==> src/rtl/fetch_unit.sv <==
// rtl/fetch_unit.sv - instruction fetch front end with one outstanding read and a decode queue
module fetch_unit #(
  parameter int QDEPTH = 2
) (
  input  logic        CLK,
  input  logic        nRST,
  input  logic [31:0] pc,
  output logic        PCen,
  input  logic        flush,
  input  logic        halt,
  output logic        imemREN,
  output logic [31:0] imemaddr,
  input  logic        ihit,
  input  logic [31:0] imemload,
  output logic        inst_valid,
  output logic [31:0] inst,
  output logic [31:0] inst_pc,
  input  logic        dec_ready
);

  localparam int PW = $clog2(QDEPTH);
  localparam int CW = PW + 1;
  localparam logic [CW-1:0] QFULL = CW'(QDEPTH);

  typedef enum logic [1:0] {IDLE, REQ, DROP} state_t;

  state_t          state_q, state_d;
  logic [31:0]     req_addr_q, req_addr_d;
  logic [31:0]     qdata_q [QDEPTH];
  logic [31:0]     qaddr_q [QDEPTH];
  logic [PW-1:0]   rptr_q, wptr_q;
  logic [CW-1:0]   count_q, count_after;
  logic            push, pop;

  // Head of queue is read combinationally so decode sees it the cycle after the push.
  assign inst_valid  = (count_q != '0);
  assign inst        = qdata_q[rptr_q];
  assign inst_pc     = qaddr_q[rptr_q];
  assign imemaddr    = req_addr_q;
  assign pop         = inst_valid && dec_ready;
  assign count_after = count_q + CW'(push) - CW'(pop);

  // State and request-address registers.
  always_ff @(posedge CLK or negedge nRST) begin
    if (!nRST) begin
      state_q    <= IDLE;
      req_addr_q <= '0;
    end else begin
      state_q    <= state_d;
      req_addr_q <= req_addr_d;
    end
  end

  // Next-state logic; a request in flight is never aborted, a redirect just turns it into DROP.
  always_comb begin
    state_d    = state_q;
    req_addr_d = req_addr_q;
    case (state_q)
      IDLE: begin
        if (!flush && !halt && (count_q < QFULL)) begin
          state_d    = REQ;
          req_addr_d = pc;
        end
      end
      REQ: begin
        if (flush) begin
          state_d = ihit ? IDLE : DROP;
        end else if (ihit) begin
          if (!halt && (count_after < QFULL)) begin
            req_addr_d = req_addr_q + 32'd4;
          end else begin
            state_d = IDLE;
          end
        end
      end
      DROP: begin
        if (ihit) begin
          state_d = IDLE;
        end
      end
      default: state_d = IDLE;
    endcase
  end

  // Outputs: read strobe while a request is live, PC advance on a redirect or an accepted word.
  always_comb begin
    imemREN = (state_q != IDLE);
    push    = (state_q == REQ) && ihit && !flush;
    PCen    = flush | push;
  end

  // Circular instruction queue; a redirect empties it regardless of same-cycle push or pop.
  always_ff @(posedge CLK or negedge nRST) begin
    if (!nRST) begin
      for (int i = 0; i < QDEPTH; i++) begin
        qdata_q[i] <= '0;
        qaddr_q[i] <= '0;
      end
      rptr_q  <= '0;
      wptr_q  <= '0;
      count_q <= '0;
    end else if (flush) begin
      rptr_q  <= '0;
      wptr_q  <= '0;
      count_q <= '0;
    end else begin
      if (push) begin
        qdata_q[wptr_q] <= imemload;
        qaddr_q[wptr_q] <= req_addr_q;
        wptr_q          <= wptr_q + PW'(1);
      end
      if (pop) begin
        rptr_q <= rptr_q + PW'(1);
      end
      count_q <= count_after;
    end
  end

endmodule

==> config.mk <==
export PLATFORM = sky130hd
export DESIGN_NAME = fetch_unit
export DESIGN_NICKNAME = d
export VERILOG_FILES = /design/src/rtl/fetch_unit.sv
export SDC_FILE = /design/constraint.sdc
export NUM_CORES = 1
export LEC_CHECK = 0
export ABC_AREA = 0
export CELL_PAD_IN_SITES_DETAIL_PLACEMENT = 0
export CELL_PAD_IN_SITES_GLOBAL_PLACEMENT = 2
export CORE_UTILIZATION = 34
export DETAILED_ROUTE_END_ITERATION = 8
export PLACE_DENSITY = 0.92
export RECOVER_POWER = 25
export SETUP_SLACK_MARGIN = 0.3
export SKIP_CTS_REPAIR_TIMING = 1
export SKIP_LAST_GASP = 1
export SLEW_MARGIN = 10
export SYNTH_ARGS = -nofsm -noshare
export SYNTH_HDL_FRONTEND = slang
export SYNTH_SLANG_ARGS = --single-unit
==> constraint.sdc <==
create_clock -name CLK -period 2.72 [get_ports CLK]
set_input_delay 0.272 -clock CLK [delete_from_list [all_inputs] [get_ports CLK]]
set_output_delay 0.272 -clock CLK [all_outputs]
set_load 0.1 [all_outputs]
; ---- Word level (Yosys, flattened, before mapping)
; Cells that the tools add are included.
[word_totals]
inputBits = 70
output_inout_bits = 99
elab_cells = 77
ff_bits = 166
[op_classes]
eq_ne = 9
reduce_logical = 18
muxes = 27
bitwise_logic = 4
add_sub_neg = 5
magnitude_cmp = 5
[ops]
columns = operator, n
row1 = 32-bit two-way mux, 11
row2 = 64-bit bitwise mux, 2
row3 = 32-bit one-hot mux with 2 select lines, 1
row4 = 32-bit by 3-bit adder with 32-bit output (second input constant), 1
row5 = 32-bit demux with 1-bit select, 1
row6 = 2-bit two-way mux, 7
row7 = 2-bit != test (second input constant), 5
row8 = 2-bit nonzero test, 5
row9 = 1-bit logical AND, 7
row10 = 3-bit != test (second input constant), 2
row11 = 2-bit one-hot mux with 3 select lines, 1
row12 = 5-bit AND reduction, 1
row13 = 2-bit greater-or-equal comparator (second input constant), 2
row14 = 2-bit < comparator (second input constant), 2
row15 = 1-bit two-way mux, 4
row16 = 1-bit inverter with 2-bit output, 2
row17 = 4-bit AND reduction, 1
row18 = 1-bit adder (second input constant), 2
row19 = 2-bit by 1-bit adder with 2-bit output, 1
row20 = 2-bit by 1-bit equality test with 1-bit output (second input constant), 1
row21 = 2-bit equality test (second input constant), 1
row22 = 1-bit zero test, 2
row23 = 2-bit zero test, 1
row24 = 2-bit by 1-bit < comparator with 1-bit output (second input constant), 1
row25 = 4 further kinds, 4

; ---- Depth between registers and ports, before layout
; Gate-level depths: netlist of run 1.
[depth]
word_depth = 11
ltp_mapped = 13
depth_no_buf = 11

; ---- Least setup slack after synthesis of run 1
; OpenSTA, ideal clock, no wires.
[synth_path]
path_type = flip-flop to flip-flop
startpoint = register count_q[1]
endpoint = register req_addr_q[27], in the netlist imemaddr[27]
setup_slack_ns = -0.007
setup_time_ns = 0.121
path_stages_with_launch = 12
required_time_ns = 2.599
synth_period_minus_slack_ns = 2.727
arrival_time_ns = 2.606
path_buffers = 1
path_cell_list = dfrtp_1 or2_2 and2_1 ha_1 inv_1 ha_1 xnor3_1 nand2b_2 o21ba_1 buf_6 a21o_1 a22o_1
[synth_via]
elab_chain_cells = 7
word_cells_on_any_way = 11
cone_classes = add/sub: 2 / order compare: 2 / eq/ne: 2 / reduce/logical: 5
[synth_rtl]
columns = element, line_no
row1 = "start, declared", 32  ; logic [CW-1:0] count_q, count_after;
row2 = "start signal, assigned", 115  ; count_q <= count_after;
row3 = 2-bit nonzero test, 36  ; assign inst_valid = (count_q != '0);
row4 = named net inst_valid, 15  ; output logic inst_valid,
row5 = 1-bit logical AND, 40  ; assign pop = inst_valid && dec_ready;
row6 = 2-bit by 1-bit subtractor with 2-bit output, 41  ; assign count_after = count_q + CW'(push) - CW'(pop);
row7 = 2-bit < comparator, 69  ; if (!halt && (count_after < QFULL)) begin
row8 = 1-bit logical AND, 69
row9 = 2-bit != test (no line), -
row10 = 5-bit AND reduction (no line), -
row11 = "end signal, assigned", 50  ; req_addr_q <= req_addr_d;
row12 = "end, declared", 28  ; logic [31:0] req_addr_q, req_addr_d;
; The timed path passes the listed nets, and every way through them passes these cells.
; A chain may end at the register's enable or synchronous reset.

; ---- Final worst setup path of run 1
[layout_path]
startpoint = register count_q[1]
endpoint = register req_addr_q[30], in the netlist imemaddr[30]
[layout_via]
elab_chain_cells = 7
word_cells_on_any_way = 11
cone_classes = add/sub: 2 / order compare: 2 / eq/ne: 2 / reduce/logical: 5
[layout_rtl]
columns = element
row1 = branches (longest 6 deep; another with 2-bit by 1-bit adder with 2-bit output)
row2 = 5-bit AND reduction (no line) *
; Every way passes the cells marked *.

==> results.sh, run 1 <==
export IMPL_via_per_inst=5.15
export IMPL_worst_path_max_fanout=5
export IMPL_finalHoldViolations=0
export IMPL_topRoutingLayerUsed="met4"
export IMPL_max_freq_mhz=411
export IMPL_fin_nets=866
export IMPL_wl_met3_um=999
export IMPL_synth_avg_cell_area_um2=12.8
export IMPL_slew_headroom_pct=7.60
export IMPL_grt_pass1_vias=5670
export IMPL_initial_core_util_pct=34.7
export IMPL_core_region_area_um2=22700
export IMPL_die_w_um=154
export IMPL_cts_htree_levels=4
export IMPL_grtUsageTotal_pct=16.8
export IMPL_layout_common_cells="188 x mux2_2, 164 x dfrtp_1, 119 x buf_4, 68 x clkdlybuf4s50_1, 25 x nand2_1"
export IMPL_drc_errors=0
export IMPL_skew_ns=0.0117
export IMPL_endpoint_kind="flip-flop"
export IMPL_synth_nets=689
export IMPL_syn2layout_area_growth_pct=34.4
export IMPL_cp_required_ns=3.03
export IMPL_cts_sinks=166
export IMPL_die_area_um2=23800
export IMPL_synth_cells=616
export IMPL_drt_first_pass_iters=6
export IMPL_vias=5616
export IMPL_cts_root_buf="clkbuf_16"
export IMPL_wl_um=20200
export IMPL_drive_gt1_share_pct=49.9
export IMPL_row_count=55
export IMPL_tightest_slew_ns=1.39
export IMPL_ios=169
export IMPL_synthTopCellsByArea="dfrtp_1 53%, mux2_2 27%, a21oi_1 2.2%"
export IMPL_ys_types=62
export IMPL_status="completed"
export IMPL_wirelength_met1_um=9260
export IMPL_met2_length_um=9760
export IMPL_start_kind="flip-flop"
export IMPL_synth_edf_count=0
export IMPL_arrival_ns=2.74
export IMPL_cts_tree="built"
export IMPL_setup_viol=0
export IMPL_period_share_pct=89.4
export IMPL_synth_seq_cells=166
export IMPL_seq_area_um2=4160
export IMPL_dieHeight_um=154
export IMPL_rsz0062_at_grt="yes"
export IMPL_yosysTopAreaCellShare_pct=52.7
export IMPL_ys_flop_type="dfrtp_1"
export IMPL_ys_warn_count=0
export IMPL_crit_type="reg -> reg"
export IMPL_portBuffers=168
export IMPL_ctsLongestPathBuffers=2
export IMPL_yosysTopAreaCell="dfrtp_1"
export IMPL_clkLatencyLatePin_ns=0.43
export IMPL_tns_ns=0
export IMPL_clk_pin_slew_worst_paths_ns=0.07
export IMPL_fill_cells=2089
export IMPL_wl_per_cell_um=18.5
export IMPL_cts_made_buffers=17
export IMPL_syn_area_um2=7890
export IMPL_multiInputGateArea_um2=3680
export IMPL_overflow=0
export IMPL_grt_max_degree=61
export IMPL_drv_slew=0
export IMPL_dp_hpwl_um=13000
export IMPL_antenna_found_initial=0
export IMPL_final_common_cell="mux2_2"
export IMPL_max_cap_violations=0
export IMPL_grt_first_pass_wirelength_um=31300
export IMPL_yosysSeqAreaShare_pct=52.7
export IMPL_antenna_cells=0
export IMPL_ant_nets=0
export IMPL_fin_crit_ns=2.43
export IMPL_hp_class="in -> reg"
export IMPL_place_congestion=0.738
export IMPL_drtIter0Drc=292
export IMPL_synth_async_sr_flop_share_pct=100
per-layer routing:
layer | up-vias | global-route usage, %
met2 | 140 | 27.7
li1 | 2623 | -
met5 | - | 0
met4 | 0 | 3.82
met3 | 15 | 4.15
met1 | 2838 | 22.3
cell usage after synthesis (all sizes together) (2+ instances only):
cell type and n:
a41o 2, a21o 2, mux2 192, a2bb2oi 3, clkbuf 18, and3 3
inv 4, o32ai 2, o22a 5, o2bb2a 3, a21oi 39, nand3 17
nand2b 3, o22ai 10, buf 27, or2 3, and2 2, nand4 9
a31oi 4, nor3 6, ha 3, or3 2, nor2b 3, o41ai 2
nor2 19, nand3b 2, o21ai 21, a32oi 2, dfrtp 166, nand2 26
worst max-delay path, stage by stage, from the launching register on:
cell	delay, ns
dfrtp_1	0.42
or2_4	0.27
and2_4	0.15
ha_4	0.26
inv_2	0.04
ha_4	0.14
xnor3_1	0.26
nand2b_4	0.09
o21bai_4	0.30
buf_12	0.17
o2bb2a_1	0.22
worst paths after layout:
check                                start  depth (start not counted)            to  slack, ns
worst max-delay path            count_q[1]                         10  imemaddr[30]       0.29
min in group asynchronous             nRST                          2   qdata_q[32]       0.69
worst min-delay path                 pc[3]                          3   imemaddr[3]       0.45
worst max register to register  count_q[1]                         10  imemaddr[30]       0.29
worst min register to register  qaddr_q[5]                          2    qaddr_q[5]       0.49
max in group asynchronous             nRST                          3  imemaddr[24]       1.04
area by class of cell:
type,instances,share of cell area [%]
Sequential cell,166,39.2
Clock inverter,15,1.35
Multi-Input combinational cell,403,34.7
Tap cell,285,3.36
Timing Repair Buffer,201,17.2
Inverter,4,0.142
Clock buffer,17,4.01
registers in the layout, indices dropped and copies added, names as in the netlist:
signal and count:
count_q 2, imemaddr 32, qaddr_q 64, qdata_q 64
rptr_q 1, state_q 2, wptr_q 1
metrics by stage:
step                hold slack (ns)  worst slack [ns]  instances  utilization (%)  cell area [µm²]
finish                        0.452             0.288       1091             46.7            10600
CTS                          -0.194             0.262       1078             45.5            10300
global route                  0.464             0.132       1091             46.7            10600
floorplan                   -0.0236             0.232        616                -             7930
global placement              0.263            0.0770       1046             43.0             9760
detailed placement            0.265            0.0306       1046             43.0             9760
kinds of logic (layout without fill, tap and decap cells):
| group | after synthesis | in the layout | synth area share [%] |
|---|---|---|---|
| compound gates | 105 | 107 | 8.97 |
| flops | 166 | 166 | 52.7 |
| buf+inv | 49 | 237 | 3.19 |
| fa+ha+maj | 3 | 3 | 0.476 |
| simple gates | 97 | 97 | 6.63 |
| xor+xnor | 3 | 3 | 0.508 |
| mux | 193 | 193 | 27.5 |
Power of run 1 is not shown: default switching activity piles up to over one toggle a cycle in this logic, so the estimate is an artifact.
==> run 2, diff against run 1 <==
--- a/config.mk
+++ b/config.mk
@@ -6,12 +6,13 @@
 export NUM_CORES = 1
 export LEC_CHECK = 0
 export ABC_AREA = 0
+export CAP_MARGIN = 20
 export CELL_PAD_IN_SITES_DETAIL_PLACEMENT = 0
 export CELL_PAD_IN_SITES_GLOBAL_PLACEMENT = 2
 export CORE_UTILIZATION = 34
 export DETAILED_ROUTE_END_ITERATION = 8
 export PLACE_DENSITY = 0.92
-export RECOVER_POWER = 25
+export RECOVER_POWER = 100
 export SETUP_SLACK_MARGIN = 0.3
 export SKIP_CTS_REPAIR_TIMING = 1
 export SKIP_LAST_GASP = 1
==> run 2 against run 1 <==
  * Wire length grew 0.28%
  * First-iteration DRC count shrank 13%
  * Non-clock buffer count is the same
  * Clock-buffer cell count is the same
  * Setup slack lost 0.051 ns
  * Fmax shrank 2.1%
  * Via count grew 0.85%
  * Register-to-register slack lost 0.05 ns
==> results.sh, run 2 (synthesis results as in run 1) <==
export IMPL_wl_um=20300
export IMPL_arrival_ns=2.79
export IMPL_max_freq_mhz=403
export IMPL_dp_hpwl_um=13000
export IMPL_portBuffers=168
export IMPL_status="completed"
export IMPL_postPlaceCellArea_um2=9760
export IMPL_dieHeight_um=154
export IMPL_cts_tree="built"
export IMPL_drive_gt1_share_pct=44.2
export IMPL_grt_first_pass_wirelength_um=31300
export IMPL_hp_class="in -> reg"
export IMPL_start_kind="flip-flop"
export IMPL_overflow=0
export IMPL_cts_made_buffers=17
export IMPL_max_cap_violations=0
export IMPL_clk_pin_slew_worst_paths_ns=0.07
export IMPL_drv_slew=0
export IMPL_ctsLongestPathBuffers=2
export IMPL_place_congestion=0.738
export IMPL_antenna_found_initial=0
export IMPL_rsz0062_at_grt="yes"
export IMPL_setup_viol=0
export IMPL_r2r_cells=10
export IMPL_reg2reg_from="count_q[1]"
export IMPL_ant_nets=0
export IMPL_finalHoldViolations=0
export IMPL_stdcell_area_um2=10200
export IMPL_worst_path_max_fanout=5
export IMPL_grt_max_degree=61
export IMPL_ios=169
export IMPL_skew_ns=0.0101
export IMPL_grtUsageMet3_pct=4.15
export IMPL_via_per_inst=5.19
export IMPL_crit_type="reg -> reg"
export IMPL_slew_headroom_pct=7.94
export IMPL_drt_first_pass_iters=4
export IMPL_initial_core_util_pct=34.7
export IMPL_top_usage_layer="met2"
export IMPL_period_share_pct=91.3
export IMPL_drc_errors=0
export IMPL_vias=5664
export IMPL_r2r_slack_ns=0.24
export IMPL_layout_common_cells="188 x mux2_2, 164 x dfrtp_1, 69 x clkbuf_2, 68 x clkdlybuf4s50_1, 37 x clkbuf_1"
export IMPL_stdcell_count=1091
export IMPL_place_inst=1046
export IMPL_use_met1_pct=22.3
export IMPL_tns_ns=0
export IMPL_cts_root_buf="clkbuf_16"
export IMPL_clkLatencyLatePin_ns=0.43
export IMPL_core_region_area_um2=22700
export IMPL_worstSetupStartpoint="count_q[1]"
export IMPL_tightest_slew_ns=1.38
export IMPL_drtIter0Drc=254
export IMPL_grtUsageTotal_pct=16.8
export IMPL_cp_required_ns=3.03
export IMPL_cp_endpoint="imemaddr[12]"
export IMPL_endpoint_kind="flip-flop"
export IMPL_timing_rr_end="imemaddr[12]"
export IMPL_die_area_um2=23800
export IMPL_final_common_cell="mux2_2"
export IMPL_grt_pass1_vias=5670
export IMPL_cts_sinks=166
export IMPL_fin_crit_ns=2.48
export IMPL_syn2layout_area_growth_pct=29.5
export IMPL_cts_htree_levels=4
export IMPL_die_w_um=154
export IMPL_finalHoldWorstSlack_ns=0.453
export IMPL_antenna_cells=0
export IMPL_row_count=55
export IMPL_grt_use_met2_pct=27.7
export IMPL_wl_per_cell_um=18.6
export IMPL_fin_nets=866
## run 2: cell types whose count changed in the layout (fill, tap and decap cells not counted), sizes merged
cell    previous run  this run
buf              127        19
clkbuf            22       130
## run 2: area by class of cell
cell class	instances	area [µm²]
clock inverter	15	143
clock buffer	17	425
inverter	4	15.0
fill	2162	12500
timing repair buffer	201	1480
sequential	166	4160
tap	285	357
multi-input combinational	403	3640
## run 2: how the worst min path moves through the flow
| stage | from | to | slack [ns] | depth (start not counted) |
|---|---|---|---|---|
| final | pc[3] | imemaddr[3] | 0.45 | 3 |
| after CTS | nRST | qdata_q[32] | -0.19 | 1 |
| after global routing | pc[3] | imemaddr[3] | 0.46 | 3 |
| after global placement | nRST | qdata_q[32] | 0.26 | 1 |
| after detailed placement | nRST | qdata_q[32] | 0.27 | 1 |
| after floorplan | nRST | count_q[0] | -0.02 | 0 |
## run 2: critical path, stage by stage, from the launching register on
cell and delay, ns:
dfrtp_1 0.41, or2_0 0.27, and2_4 0.17, ha_4 0.26, inv_2 0.04, ha_4 0.14, xnor3_1 0.26, nand2b_4 0.09
o21bai_4 0.31, clkbuf_16 0.23, o2bb2a_1 0.21
## run 2: through the flow
step                      util (%)  setup WS, ns
final                         45.0         0.236
after global placement        43.0        0.0770
after floorplan                  -         0.232
after global routing          45.0        0.0894
after CTS                     45.5         0.262
after detailed placement      43.0        0.0306
## run 2: per-layer routing
metal  up-vias  wire length [µm]
li1       2627                 -
met1      2866              9190
met2       152              9800
met3        19              1060
met4         0               208
met5         -                 0
Power of run 2 is left out for the same reason.
